$ cat src/rtl/snake_body.sv
// snake_body: snake movement and body-storage controller for the VGA snake game.
// Advances the head one grid cell per move_tick, shifts the body, grows the
// body when points rise, and freezes on lose, win or a wall hit.
// Build option: define SNAKE_WRAP_EN to wrap the head to the opposite edge
// instead of stopping at the field boundary.
module snake_body #(
    parameter int MAX_LEN = 23,
    parameter int STEP    = 20,
    parameter int X_MAX   = 620,
    parameter int Y_MAX   = 460,
    parameter int START_X = 320,
    parameter int START_Y = 240
) (
    input  logic                   clk,
    input  logic                   reset,
    input  logic                   move_tick,
    input  logic                   btn_up,
    input  logic                   btn_down,
    input  logic                   btn_left,
    input  logic                   btn_right,
    input  logic [5:0]             points,
    input  logic                   lose,
    input  logic                   win,
    output logic [11*MAX_LEN-1:0]  snakepos_x,
    output logic [11*MAX_LEN-1:0]  snakepos_y,
    output logic [5:0]             length,
    output logic                   moved,
    output logic                   wall_hit
);

    typedef enum logic [1:0] {ST_IDLE, ST_RUN, ST_FROZEN} state_t;
    typedef enum logic [1:0] {DIR_UP, DIR_DOWN, DIR_LEFT, DIR_RIGHT} dir_t;

    localparam logic [10:0] STEP_W    = 11'(STEP);
    localparam logic [10:0] X_MAX_W   = 11'(X_MAX);
    localparam logic [10:0] Y_MAX_W   = 11'(Y_MAX);
    localparam logic [10:0] START_X_W = 11'(START_X);
    localparam logic [10:0] START_Y_W = 11'(START_Y);
    localparam logic [5:0]  MAX_LEN_W = 6'(MAX_LEN);

    state_t      state;
    dir_t        dir;
    logic [10:0] seg_x [MAX_LEN];
    logic [10:0] seg_y [MAX_LEN];
    logic [5:0]  prev_points;
    logic [2:0]  grow_pending;
    logic        wall_q;

    logic        btn_any;
    dir_t        req_dir;
    dir_t        eff_dir;
    logic        freeze;
    logic        out_of_range;
    logic        blocked;
    logic        do_move;
    logic [10:0] head_x_next;
    logic [10:0] head_y_next;
    logic [5:0]  pts_diff;
    logic [2:0]  grow_base;
    logic [6:0]  grow_sum;
    logic [2:0]  grow_next;

    function automatic dir_t opposite(input dir_t d);
        case (d)
            DIR_UP:   return DIR_DOWN;
            DIR_DOWN: return DIR_UP;
            DIR_LEFT: return DIR_RIGHT;
            default:  return DIR_LEFT;
        endcase
    endfunction

    // Resolve button priority and the direction that applies to a move this cycle.
    always_comb begin
        // NOTE: every signal driven here gets a default first so no latch is inferred.
        btn_any = btn_up | btn_down | btn_left | btn_right;
        req_dir = DIR_RIGHT;
        if (btn_up)        req_dir = DIR_UP;
        else if (btn_down) req_dir = DIR_DOWN;
        else if (btn_left) req_dir = DIR_LEFT;
        eff_dir = dir;
        if (state == ST_RUN && btn_any && req_dir != opposite(dir))
            eff_dir = req_dir;
    end

    // Candidate head position; out-of-range is tested before 11-bit wrap-around.
    always_comb begin
        head_x_next  = seg_x[0];
        head_y_next  = seg_y[0];
        out_of_range = 1'b0;
        case (eff_dir)
            DIR_UP: begin
                out_of_range = seg_y[0] < STEP_W;
                head_y_next  = out_of_range ? Y_MAX_W : seg_y[0] - STEP_W;
            end
            DIR_DOWN: begin
                out_of_range = (seg_y[0] + STEP_W) > Y_MAX_W;
                head_y_next  = out_of_range ? 11'd0 : seg_y[0] + STEP_W;
            end
            DIR_LEFT: begin
                out_of_range = seg_x[0] < STEP_W;
                head_x_next  = out_of_range ? X_MAX_W : seg_x[0] - STEP_W;
            end
            default: begin
                out_of_range = (seg_x[0] + STEP_W) > X_MAX_W;
                head_x_next  = out_of_range ? 11'd0 : seg_x[0] + STEP_W;
            end
        endcase
    end

`ifdef SNAKE_WRAP_EN
    assign blocked  = 1'b0;
    assign wall_hit = 1'b0;
`else
    assign blocked  = out_of_range;
    assign wall_hit = wall_q;
`endif

    assign freeze  = lose | win | wall_q;
    assign do_move = (state == ST_RUN) && !freeze && move_tick && !blocked;

    // Growth bookkeeping: consume one pending segment per move, then add new points.
    always_comb begin
        pts_diff  = (points > prev_points) ? points - prev_points : 6'd0;
        grow_base = grow_pending;
        if (do_move) begin
            if (length < MAX_LEN_W)
                grow_base = (grow_pending != 3'd0) ? grow_pending - 3'd1 : 3'd0;
            else
                grow_base = 3'd0;
        end
        grow_sum  = {4'd0, grow_base} + {1'b0, pts_diff};
        grow_next = (grow_sum > 7'd7) ? 3'd7 : grow_sum[2:0];
    end

    // State, direction, body storage and growth registers.
    always_ff @(posedge clk) begin
        // NOTE: the body arrays are plain registers, so resetting them is legal and
        // gives the renderer a defined snake straight out of reset.
        if (reset) begin
            state        <= ST_IDLE;
            dir          <= DIR_RIGHT;
            prev_points  <= 6'd2;
            grow_pending <= 3'd0;
            length       <= 6'd2;
            moved        <= 1'b0;
            wall_q       <= 1'b0;
            seg_x[0]     <= START_X_W;
            seg_y[0]     <= START_Y_W;
            for (int i = 1; i < MAX_LEN; i++) begin
                seg_x[i] <= START_X_W - STEP_W;
                seg_y[i] <= START_Y_W;
            end
        end else begin
            // NOTE: non-blocking assignments keep every register reading pre-edge values.
            moved        <= 1'b0;
            grow_pending <= grow_next;
            if (points > prev_points)
                prev_points <= points;
            case (state)
                ST_IDLE: begin
                    if (btn_any) begin
                        dir   <= req_dir;
                        state <= ST_RUN;
                    end
                end
                ST_RUN: begin
                    if (freeze) begin
                        state <= ST_FROZEN;
                    end else begin
                        dir <= eff_dir;
                        if (move_tick && blocked) begin
                            wall_q <= 1'b1;
                            state  <= ST_FROZEN;
                        end else if (do_move) begin
                            for (int i = MAX_LEN - 1; i > 0; i--) begin
                                seg_x[i] <= seg_x[i-1];
                                seg_y[i] <= seg_y[i-1];
                            end
                            seg_x[0] <= head_x_next;
                            seg_y[0] <= head_y_next;
                            moved    <= 1'b1;
                            if (grow_pending != 3'd0 && length < MAX_LEN_W)
                                length <= length + 6'd1;
                        end
                    end
                end
                default: state <= ST_FROZEN;
            endcase
        end
    end

    // Pack the per-segment registers onto the flat coordinate buses.
    always_comb begin
        snakepos_x = '0;
        snakepos_y = '0;
        for (int i = 0; i < MAX_LEN; i++) begin
            snakepos_x[11*i +: 11] = seg_x[i];
            snakepos_y[11*i +: 11] = seg_y[i];
        end
    end

endmodule
$ cat config.mk
export PLATFORM = sky130hd
export DESIGN_NAME = snake_body
export DESIGN_NICKNAME = d
export VERILOG_FILES = /design/src/rtl/snake_body.sv
export SDC_FILE = /design/constraint.sdc
export NUM_CORES = 1
export LEC_CHECK = 0
export CORE_ASPECT_RATIO = 0.75
export CORE_MARGIN = 4
export CORE_UTILIZATION = 29
export DETAILED_ROUTE_END_ITERATION = 10
export PLACE_DENSITY = 0.51
export SLEW_MARGIN = 20
export SYNTH_ARGS = -nofsm -noshare
export SYNTH_HDL_FRONTEND = slang
export SYNTH_SLANG_ARGS = --single-unit
export TNS_END_PERCENT = 30
$ cat constraint.sdc
create_clock -name clk -period 40.5 [get_ports clk]
set_input_delay 4.05 -clock clk [delete_from_list [all_inputs] [get_ports clk]]
set_output_delay 4.05 -clock clk [all_outputs]
set_load 0.005 [all_outputs]
After elaboration in Yosys (flattened, before gate mapping)
Memory sizes are Yosys's and may differ from the RTL's.
Index checks and enable logic that the tools add are counted.
{"block": "classes", "addsub": 8, "magnitude_cmp": 7, "eq_ne": 9, "mux": 78, "bitwise_logic": 53, "reduce_logical": 19}
{"cell": "$mux 11", "n": 50}
{"cell": "$or 1x1->1", "n": 51}
{"cell": "$pmux 11 s2", "n": 2}
{"cell": "$add 11x5->11 const B", "n": 2}
{"cell": "$lt 11x5->1 const B", "n": 2}
{"cell": "$sub 11x5->11 const B", "n": 2}
{"cell": "$mux 2", "n": 8}
{"cell": "$mux 3", "n": 4}
{"cell": "$gt 11x10->1 const B", "n": 1}
{"cell": "$gt 11x9->1 const B", "n": 1}
{"cell": "$mux 1", "n": 9}
{"cell": "$pmux 2 s2", "n": 2}
{"cell": "$add 3x6->7", "n": 1}
{"cell": "$gt 7x3->1 const B", "n": 1}
{"cell": "$logic_and 1x1->1", "n": 7}
{"cell": "$add 6x1->6 const B", "n": 1}
{"cell": "$eq 2x1->1 const B", "n": 3}
{"cell": "$gt 6x6->1", "n": 1}
{"cell": "$logic_not 2->1", "n": 3}
{"cell": "$lt 6x5->1 const B", "n": 1}
{"cell": "$mux 6", "n": 1}
{"cell": "$pmux 2 s3", "n": 1}
{"cell": "$reduce_and 3->1", "n": 2}
{"cell": "$sub 6x6->6", "n": 1}
{"cell": "other kinds (13)", "n": 17}
{"block": "word_totals", "register_bits": 21, "ramBits": 506, "input_bits": 15, "elab_cells": 183, "n_memories": 2}
{"name": "seg_x", "depth": 23, "width": 11, "rd": 23, "rd_ports_with_merged_regs": 0, "wr": 23, "line_no": "43", "rtl": "logic [10:0] seg_x [MAX_LEN];"}
{"name": "seg_y", "depth": 23, "width": 11, "rd": 23, "rd_ports_with_merged_regs": 0, "wr": 23, "line_no": "44", "rtl": "logic [10:0] seg_y [MAX_LEN];"}

Depth between registers and ports, before layout
{"block": "logic_depth", "depth_word": 17, "depth_mapped": 18, "mapped_depth_nobuf": 18}

Worst setup path after synthesis
Ideal clock, no wire load.
{"block": "synth_path", "kind": "input to register", "from": "in btn_up", "to": "mem seg_x[9][2] (netlist: seg_x[0][101]) (enable)", "setup_time_ns": 1.704, "arrival_time_ns": 32.932, "path_slack_ns": 5.864, "cell_stages": 7, "n_path_buf": 1, "cell_sequence": "or2_2 > nor3_1 > o2bb2ai_1 > a32o_1 > a221oi_4 > clkbuf_1 > o21ai_0"}
{"element": "start, declared", "line_no": "17", "rtl": "input logic btn_up,"}
{"element": "end, declared", "line_no": "43"}

==> flow_metrics.tcl <==
set metrics [dict create \
    outcome "finished clean" \
    syn_area_mm2 0.0186 \
    p_sw_share_pct 23.5 \
    ys.flop_type "edfxtp_1" \
    drv_slew 0 \
    cts_max_level 2 \
    netlist_instances 1322 \
    synth-seq-cells 435 \
    yosysTopAreaCell "edfxtp_1" \
    power_leakage_nw 8.24 \
    setup_viol 0 \
    skew_ns 0.0226 \
    endpoint_kind "flop" \
    finalCriticalPeriod_ns 8.34 \
    pwr-share-clk_pct 40.1 \
    grt_pass1_vias 11122 \
    io_buffers 436 \
    drtIter0Drc 635 \
    postCtsHoldBufs 0 \
    synth_area_per_cell_um2 14.1 \
    die_height_um 227 \
    grt_max_degree 210 \
    rsz0062_at_grt "no" \
    synth_top_area_share_pct 66.7 \
    cts.sink_count 435 \
    numCtsBuffers 47 \
    final_antenna_net_count 0 \
    timing.fmax_ghz 0.120 \
    coreArea_mm2 0.0636 \
    arrival_ns 8.67 \
    place.gp.congestion 0.821 \
    maxCapViolCount 0 \
    final_nets 1788 \
    drive_gt1_share_pct 4.75 \
    powerDensity_mw_per_mm2 40.2 \
    hold_viol_final 0 \
    worstSkewPairLatency_ns 0.58 \
    slew_headroom_pct 30.7 \
    ys_warn_count 0 \
    cp_max_fo 209 \
    fp-row-count 80 \
    vdd_drop_max_mv 0.0231 \
    area_delta_synth_final_pct 33.0 \
    diodes 0 \
    synth_edf_count 414 \
    p_comb_share_pct 8.2 \
    cts_root_buf "clkbuf_16" \
    fill_cells 6068 \
    worst_slew_pin_slew_ns 1.03 \
    finish.instance_area_mm2 0.0248 \
    hold_path.class "flop to flop" \
    track_usage_pct 13.1 \
    critical_path_class "input port to flop" \
    drtPass1Iterations 4 \
    drc 0 \
    vias_per_cell 4.29 \
    clkSlewWorstSetupHoldPaths_ns 0.06 \
    io-pin-count 529 \
    grt_pass1_wl_mm 69.5 \
    finalCritPeriodShare_pct 20.6 \
    antenna_found_initial 0 \
    initial_core_util_pct 29.3 \
    vias 11357 \
    finalSetupTns_ns 0 \
    die_w_um 301 \
    synthTopCellsByArea "edfxtp_1, and2_1, nand2b_1" \
    die_area_mm2 0.0684 \
    dpl.hpwl_mm 33.2 \
    cts_tree "done" \
    cts_max_path_buffers 3 \
    async_flop_share_pct 0 \
    p_sw_w 0.000234 \
    grt_overflow 0 \
    drt-total-wl_mm 47.8 \
    critPathRequiredTime_ns 40.83 \
    synth_seq_area_share_pct 69.0 \
    yosysUniqueCellTypes 71 \
    post_cts_resized 0 \
    placed_area_mm2 0.0233 \
    internal-power_w 0.000763 \
    critPathLaunchType "input port" \
    wl_per_cell_um 18.0 \
    p_seq_share_pct 51.7 \
    cts_setup_buffers 0 \
]
-- metal layers --
layer  vias to the layer above  part of all wire (%)  global-route usage [%]
met5                         -                     0                       0
met4                         0                   1.4                    3.11
met3                        46                   8.3                    4.39
met2                       361                    49                    22.1
met1                      5619                    41                    16.3
li1                       5331                     -                       -
-- placed cells by master (no fill, tap or decap), types with 5 or more instances in the layout --
master           count
clkdlybuf4s50_1    436
edfxtp_1           414
and2_1             220
nand2b_1           175
conb_1              92
clkbuf_16           47
nor2_1              43
nand2_1             41
a21oi_1             32
inv_1               28
dfxtp_1             21
o21ai_0             19
ha_1                18
nor3_1              16
clkbuf_1            14
clkinv_1            10
buf_4               10
nor2b_1              8
a211oi_1             6
o211ai_1             5
a311oi_1             5
or3_1                5
xor2_1               5
mux2i_1              5
o21a_1               5
xnor2_1              5
a31oi_1              5
-- power by group through the flow --
stage | Clock [W] | Sequential [W] | Combinational (W)
6_report | 0.000399 | 0.000516 | 0.0000818
5_1_grt | 0.000436 | 0.000517 | 0.0000903
4_1_cts | 0.000416 | 0.000516 | 0.0000820
3_5_place_dp | 0 | 0.000525 | 0.0000818
3_3_place_gp | 0 | 0.000525 | 0.0000803
2_1_floorplan | 0 | 0.000549 | 0.0000510
-- through the flow --
| stage | power, W | util (%) | worst slack [ns] | hold slack, ns | cells |
|---|---|---|---|---|---|
| after floorplan | 0.000600 | - | 5.86 | 0.436 | 1413 |
| after global placement | 0.000605 | 36.7 | 31.69 | 0.445 | 2564 |
| after detailed placement | 0.000607 | 36.7 | 31.60 | 0.449 | 2564 |
| after CTS | 0.00101 | 38.9 | 32.24 | 0.457 | 2648 |
| after global routing | 0.00104 | 39.0 | 31.92 | 0.481 | 2649 |
| final | 0.000997 | 39.0 | 32.16 | 0.453 | 2649 |
-- final timing paths --
path                       start             end  slack, ns  cells past startpoint
hold reg to reg   prev_points[3]  prev_points[3]       0.45                      2
setup / recovery        btn_down    seg_x[0][39]      32.16                     10
hold / removal    prev_points[3]  prev_points[3]       0.45                      2
setup reg to reg     seg_x[0][2]    seg_x[0][39]      34.83                     11
-- synth_stat cells, drive strengths merged (3+ instances only) --
master and number:
ha 18, dfxtp 21, nand2b 175, nor2b 8, nor4 3, or2 3, o21ai 21, and3 4
a31oi 5, a21oi 32, o221ai 4, a21o 3, edfxtp 414, a311oi 5, xnor2 5, nor2 44
mux2i 5, nor3 16, o211ai 5, and2 220, o221a 3, inv 29, nand2 41, a211oi 6
o211a 3, o21bai 3, buf 141, xor2 5, a221oi 4, o21a 5, nand4 4, nand3 4
o22ai 3, clkbuf 15, a211o 3, or3 5
-- cell families after synthesis --
group,count (synthesis),share of synthesized area [%]
AO/OA/AOI/OAI,123,4.63
XOR/XNOR,10,0.470
adder cells (fa/ha/maj),20,1.42
buffers and inverters,185,6.90
flip-flops,435,69.0
multiplexers,7,0.390
other,1,0.0201
AND/OR/NAND/NOR,541,17.2
-- registers in the layout, indices dropped and copies added (netlist names) --
register / flops
dir: 2
grow_pending: 3
length: 6
moved: 1
prev_points: 6
seg_x: 207
seg_y: 207
state: 2
wall_hit: 1
-- critical path: stages --
cell	delay, ns
clkdlybuf4s50_1	0.51
inv_1	0.07
or3_1	0.38
a211o_1	0.36
a32o_1	0.27
a221oi_4	0.54
or3_1	0.65
clkinv_8	0.71
buf_4	0.66
and2_1	0.31
-- area by class of cell --
class,instances,area (µm²),share of cell area (%)
timing repair buffer,447,4470,18.0
inverter,29,121,0.490
clock inverter,23,183,0.737
sequential,435,12900,51.9
multi-input combinational,793,4840,19.6
tap,861,1080,4.35
clock buffer,61,1230,4.96
(Power assumes the default switching activity.)
